--- src/rtl/pc_ctrl.sv ---
// pc_ctrl: fetch-address controller for the five-stage MIPS pipeline.
// Owns the F-stage PC, resolves D-stage branches/jumps with full compare
// logic, handles CP0 exception entry and eret return, flags illegal fetch
// addresses and keeps a return-address stack that reports mispredicted jr.
//
// Ports:
//   clk, reset      clock, synchronous active-high reset
//   i_stall         hazard-unit freeze of F/D
//   i_branch[3:0]   D-stage control code (0 none .. 10 jalr, 11-15 none)
//   i_rs_D, i_rt_D  forwarded D-stage operands
//   i_imm26         instr_index; [15:0] is the branch offset
//   i_PC4_D         PC+4 of the D-stage instruction
//   i_exc, i_eret   CP0 exception entry / eret return
//   i_epc           CP0 EPC
//   o_PC            registered fetch address
//   o_nextPC        PC for the next edge (combinational, ignores stall)
//   o_taken         D-stage control transfer taken
//   o_adel          fetch address misaligned or out of range
//   o_ras_miss      one-cycle pulse after a mispredicted jr
module pc_ctrl #(
  parameter logic [31:0] RESET_PC  = 32'h0000_3000,
  parameter logic [31:0] EXC_PC    = 32'h0000_4180,
  parameter logic [31:0] IMEM_LO   = 32'h0000_3000,
  parameter logic [31:0] IMEM_HI   = 32'h0000_6FFC,
  parameter int unsigned RAS_DEPTH = 4
) (
  input  logic        clk,
  input  logic        reset,
  input  logic        i_stall,
  input  logic [3:0]  i_branch,
  input  logic [31:0] i_rs_D,
  input  logic [31:0] i_rt_D,
  input  logic [25:0] i_imm26,
  input  logic [31:0] i_PC4_D,
  input  logic        i_exc,
  input  logic        i_eret,
  input  logic [31:0] i_epc,
  output logic [31:0] o_PC,
  output logic [31:0] o_nextPC,
  output logic        o_taken,
  output logic        o_adel,
  output logic        o_ras_miss
);

  localparam int unsigned PW = (RAS_DEPTH > 1) ? $clog2(RAS_DEPTH) : 1;
  localparam int unsigned CW = $clog2(RAS_DEPTH + 1);
  localparam logic [CW-1:0] RAS_FULL = CW'(RAS_DEPTH);

  typedef enum logic [3:0] {
    BR_NONE = 4'd0,
    BR_BEQ  = 4'd1,
    BR_BNE  = 4'd2,
    BR_BLEZ = 4'd3,
    BR_BGTZ = 4'd4,
    BR_BLTZ = 4'd5,
    BR_BGEZ = 4'd6,
    BR_J    = 4'd7,
    BR_JAL  = 4'd8,
    BR_JR   = 4'd9,
    BR_JALR = 4'd10
  } br_e;

  logic [31:0] br_tgt;
  logic [31:0] j_tgt;
  logic [31:0] tgt;
  logic        taken;
  logic        is_push;
  logic        is_pop;
  logic        accept;
  logic        pc_load;

  logic [31:0]   ras_mem [RAS_DEPTH];
  logic [PW-1:0] ras_ptr;
  logic [CW-1:0] ras_cnt;
  logic [PW-1:0] top_idx;
  logic          ras_hit;

  assign br_tgt = i_PC4_D + {{14{i_imm26[15]}}, i_imm26[15:0], 2'b00};
  assign j_tgt  = {i_PC4_D[31:28], i_imm26, 2'b00};

  always_comb begin
    taken   = 1'b0;
    tgt     = br_tgt;
    is_push = 1'b0;
    is_pop  = 1'b0;
    case (i_branch)
      BR_BEQ:  taken = (i_rs_D == i_rt_D);
      BR_BNE:  taken = (i_rs_D != i_rt_D);
      BR_BLEZ: taken = ($signed(i_rs_D) <= 32'sd0);
      BR_BGTZ: taken = ($signed(i_rs_D) >  32'sd0);
      BR_BLTZ: taken = ($signed(i_rs_D) <  32'sd0);
      BR_BGEZ: taken = ($signed(i_rs_D) >= 32'sd0);
      BR_J: begin
        taken = 1'b1;
        tgt   = j_tgt;
      end
      BR_JAL: begin
        taken   = 1'b1;
        tgt     = j_tgt;
        is_push = 1'b1;
      end
      BR_JR: begin
        taken  = 1'b1;
        tgt    = i_rs_D;
        is_pop = 1'b1;
      end
      BR_JALR: begin
        taken   = 1'b1;
        tgt     = i_rs_D;
        is_push = 1'b1;
      end
      default: taken = 1'b0;
    endcase
  end

  always_comb begin
    o_nextPC = o_PC + 32'd4;
    if (i_exc)       o_nextPC = EXC_PC;
    else if (i_eret) o_nextPC = i_epc;
    else if (taken)  o_nextPC = tgt;
  end

  assign o_taken = taken;
  assign o_adel  = (o_PC[1:0] != 2'b00) | (o_PC < IMEM_LO) | (o_PC > IMEM_HI);

  // Exception/eret override the hazard freeze; the RAS only moves when the
  // D instruction actually retires its transfer (unstalled, no redirect).
  assign pc_load = !i_stall | i_exc | i_eret;
  assign accept  = !i_stall & !i_exc & !i_eret;

  // ras_ptr is the next free slot; the top entry sits one below it.
  assign top_idx = ras_ptr - PW'(1);
  assign ras_hit = (ras_cnt != '0) && (ras_mem[top_idx] == i_rs_D);

  always_ff @(posedge clk) begin
    if (reset) begin
      o_PC       <= RESET_PC;
      ras_ptr    <= '0;
      ras_cnt    <= '0;
      o_ras_miss <= 1'b0;
    end else begin
      if (pc_load) o_PC <= o_nextPC;
      o_ras_miss <= accept & is_pop & !ras_hit;
      if (accept && is_push) begin
        ras_ptr <= ras_ptr + PW'(1);
        if (ras_cnt != RAS_FULL) ras_cnt <= ras_cnt + CW'(1);
      end else if (accept && is_pop && ras_cnt != '0) begin
        ras_ptr <= top_idx;
        ras_cnt <= ras_cnt - CW'(1);
      end
    end
  end

  // Entries carry no reset value; count/pointer gate their validity.
  always_ff @(posedge clk) begin
    if (!reset && accept && is_push) ras_mem[ras_ptr] <= i_PC4_D + 32'd4;
  end

endmodule

--- config.mk ---
export PLATFORM = sky130hd
export DESIGN_NAME = pc_ctrl
export DESIGN_NICKNAME = d
export VERILOG_FILES = /design/src/rtl/pc_ctrl.sv
export SDC_FILE = /design/constraint.sdc
export NUM_CORES = 1
export LEC_CHECK = 0
export CAP_MARGIN = 40
export CELL_PAD_IN_SITES_DETAIL_PLACEMENT = 0
export CELL_PAD_IN_SITES_GLOBAL_PLACEMENT = 2
export CORE_UTILIZATION = 33
export CTS_CLUSTER_DIAMETER = 60
export DETAILED_ROUTE_END_ITERATION = 10
export PLACE_DENSITY = 0.89
export REMOVE_ABC_BUFFERS = 1
export SYNTH_ARGS = -nofsm -noshare
export SYNTH_HDL_FRONTEND = slang
export SYNTH_SLANG_ARGS = --single-unit
--- constraint.sdc ---
create_clock -name clk -period 4.4 [get_ports clk]
set_clock_uncertainty 0.2 [all_clocks]
set_input_delay 0.88 -clock clk [delete_from_list [all_inputs] [get_ports clk]]
set_output_delay 0.88 -clock clk [all_outputs]
set_load 0.005 [all_outputs]
==> reports/metrics.csv <==
stage,metric,value,unit
synth,largest family of logic cells by synthesized area,compound AO/OA/AOI/OAI gates,
clocking,clock sink count,166,
synth,Compound-Gate Fraction of Synth Area,16.60,%
sta,worst slew pin tran,0.8420,ns
drt,via count,11438,
synth,Mapped Avg Cell Area,9.996,um^2
worst_setup_path,RR Startpoint,ras_ptr[1],
clocking,worst skew pair latency,0.43,ns
worst_setup_path,CP endpoint kind,output port,
die,die area,34580,um^2
layout,share of post-route cells with drive strength above 1,40.43,%
power_and_ir_drop,Max IR drop VDD,262.5,uV
die,starting density of the core,33.89,%
die,Core ar.,32950,um^2
sta,Max transition margin,43.87,%
sta,unrepaired setup endpoints after global routing,yes,
worst_hold_path,Worst Hold Class,flop to flop,
synth,post-synthesis xor/xnor area fraction,11.37,%
synth,"FFs w/ async S/R, synth",0,%
power_and_ir_drop,Leak,6.868,nW
clocking,clock transition at the registers of the reported paths,0.07,ns
synth,yosys warns,0,
placed_design,port bufs,229,
clocking,CTS Hold Buffers Added,0,
drt,Pre-antenna DRT Iters,7,
clocking,CTS buffer count,17,
sta,min Tclk post-route,4.720,ns
layout,final instance count without filler cells,2073,
die,io pins,230,
clocking,H-Tree Level Count,4,
synth,mapped cell area,11170,um^2
synth,"Primary FF master, synth",edfxtp_1,
worst_setup_path,WP data arrival,3.64,ns
worst_setup_path,reg2reg end,o_ras_miss,
synth,Yosys reg bits,166,
synth,"EDFF count, synth",128,
placed_design,HPWL Detailed,35.18,mm
drt,wire per inst,22.50,um
global_routing,initial antenna violation count,1,
worst_setup_path,reg2reg path depth,10,
worst_setup_path,Setup CP Type,primary input to output port,
synth,cell taking the most area after synthesis,edfxtp_1,
global_routing,largest net degree at the start of global routing,66,
global_routing,total congestion overflow,0,
clocking,CTS max path bufs,2,
global_routing,Global Route Usage Sum,26.90,%
worst_setup_path,crit-path max FO,5,
sta,worst setup margin,-0.3203,ns
worst_hold_path,HP Start,ras_cnt[2],
placed_design,dpl ws,-1.441,ns
worst_hold_path,Hold Path Cell Cnt,2,
power_and_ir_drop,power consumption,4.827,mW
synth,Synth area leaders,"edfxtp_1, dfxtp_1, mux4_2",
die,row count,66,
global_routing,first-pass GRT wire length,68.31,mm
clocking,Clock Tree Root,clkbuf_16,
clocking,CTS tree,yes,
synth,Synth Area in Adders,4.281,%
drt,DR vias/cell,5.518,
die,Die Width,185.9,um
worst_setup_path,R2R Setup Slk,0.93,ns
drt,remaining antenna violation count,0,
placed_design,dpl cells,1973,
sta,setup TNS,-5.840,ns
drt,Post-Route WL,46.65,mm
synth,post-synthesis mux area share,7.833,%
outcome,violated checks,setup timing,
die,Die H,185.9,um
power_and_ir_drop,Pwr per Cell Area,269.6,nW/um^2
sta,FMAX,0.2118,GHz
global_routing,vias in the first global route,11276,
worst_setup_path,CP required,3.32,ns
sta,Tcrit/Tclk final,107.3,%
outcome,outcome,"finished, violations left",
sta,Final Slew Violations,0,
drt,Residual DRC,0,
sta,Setup-failing EPs final,30,
sta,WHS,0.3374,ns
sta,Final Hold Vio Count,0,
synth,Simple-Gate Fraction of Synth Area,15.34,%
synth,sequential area share after synthesis,41.24,%
worst_setup_path,Setup crit start kind,primary input,
placed_design,GPL Wtd Cong,0.9206,
drt,DRT iter0 DRCs,1150,
worst_setup_path,origin of the worst setup path,i_rt_D[5],
layout,"Area growth, synth to finish",60.35,%
synth,Synth Instances,1117,
layout,fin nets,1818,
worst_hold_path,Hold Path End,ras_cnt[2],
run,max-cap violations,0,
synth,Netlist cell types,70,
synth,top cell type's share of synthesized area,34.42,%
## layout by cell type (no fill, tap or decap), types with 9 or more instances in the layout
master	count
mux4_2	32
and2_1	9
nand3_1	34
nor4_1	14
dfxtp_1	37
clkdlybuf4s50_1	89
inv_1	18
a21o_1	13
a21oi_1	58
o21ai_0	35
buf_4	278
ha_1	12
nand2_1	82
a21oi_2	25
buf_6	36
o21ai_1	9
nor2_4	10
clkbuf_2	9
xnor2_1	67
nor3_1	22
and3_1	12
nor2_1	80
ha_4	23
a222oi_1	16
o21a_1	11
clkbuf_16	17
edfxtp_1	128
dlygate4sd2_1	32
mux2i_1	10
o21ai_2	10
xor2_1	70
nand4_1	25
buf_12	12
buf_2	67
## routing by layer
layer / vias up / track usage, % / wire length (um)
li1: 5244 / - / -
met4: 0 / 10.43 / 1504
met1: 5504 / 34.34 / 18910
met2: 594 / 44.43 / 22220
met3: 96 / 5.576 / 4012
met5: - / 0 / 0
## critical path: stages
cell and delay [ns]:
dlygate4sd2_1 0.24, xor2_1 0.15, nor4_1 0.28, nand4_1 0.23
or4_4 0.56, a31oi_4 0.23, buf_12 0.17, buf_8 0.12
a221o_2 0.11, a21oi_2 0.05, or3_4 0.38, a21oi_2 0.11
buf_2 0.12
## state kept, by name, summed over array words and instances, names as in the netlist
| name | flops |
|---|---|
| o_ras_miss | 1 |
| o_PC | 32 |
| ras_ptr | 2 |
| ras_mem | 128 |
| ras_cnt | 3 |
## logic make-up (layout without fill, tap and decap cells)
family	count (synthesis)	after routing
buf+inv	87	600
fa+ha+maj	37	37
xor+xnor	145	145
compound gates	277	277
flops	166	166
mux	47	47
simple gates	358	358
other cells	0	1
## synthesized netlist by cell type (3+ instances only)
library cell	n
a211oi_1	8
a21o_1	13
a21oi_1	87
a21oi_2	3
a221o_1	6
a221oi_1	7
a222oi_1	16
a22o_1	5
a22oi_1	5
a31oi_1	10
and2_1	9
and3_1	15
and4_1	5
buf_1	7
buf_2	7
buf_6	5
clkbuf_1	47
dfxtp_1	38
edfxtp_1	128
ha_1	35
inv_1	20
mux2_2	3
mux2i_1	12
mux4_2	32
nand2_1	94
nand2b_1	4
nand3_1	36
nand4_1	25
nand4b_1	3
nor2_1	97
nor2b_1	4
nor3_1	26
nor4_1	26
o211a_1	5
o211ai_1	5
o21a_1	11
o21ai_0	59
o221ai_1	3
o311ai_0	3
o31ai_1	4
or2_2	3
or3_1	7
xnor2_1	68
xor2_1	77
## how the worst max path moves through the flow
stage | to | cells after the start
final | o_nextPC[27] | 13
after global routing | o_nextPC[27] | 13
after CTS | o_nextPC[30] | 18
after detailed placement | o_nextPC[24] | 16
after global placement | o_nextPC[24] | 16
after floorplan | o_nextPC[27] | 6
## power breakdown
group	total, mW	internal [mW]	leakage (nW)	switching [mW]
registers	1.73	1.70	1.46	0.0275
clock network	1.50	0.759	0.281	0.741
logic	1.59	0.807	5.12	0.788
## per-stage QoR
stage	utilization, %	area (um^2)
3_5_place_dp	47.69	15710
6_report	54.34	17900
2_1_floorplan	-	10870
4_1_cts	53.27	17550
5_1_grt	54.33	17900
3_3_place_gp	47.69	15710
## timing repair
action | CTS | global route
cloned | 2 | 0
setup endpoints to repair | 33 | 33
pin swaps | 126 | 77
buffers inserted | 56 | 22
resized for setup | 640 | 116
## cell type report
cell class / instances / area (um^2)
flip-flops and latches: 166 / 4606
repair buffers: 547 / 4577
multi-input cells: 864 / 7476
diodes: 1 / 2.502
well taps: 442 / 553.0
inverters: 21 / 95.09
fillers: 2876 / 15040
clock buffers: 17 / 425.4
clock inverters: 14 / 153.9
repair inverters: 1 / 16.27
Power figures use the tool's default switching activity.
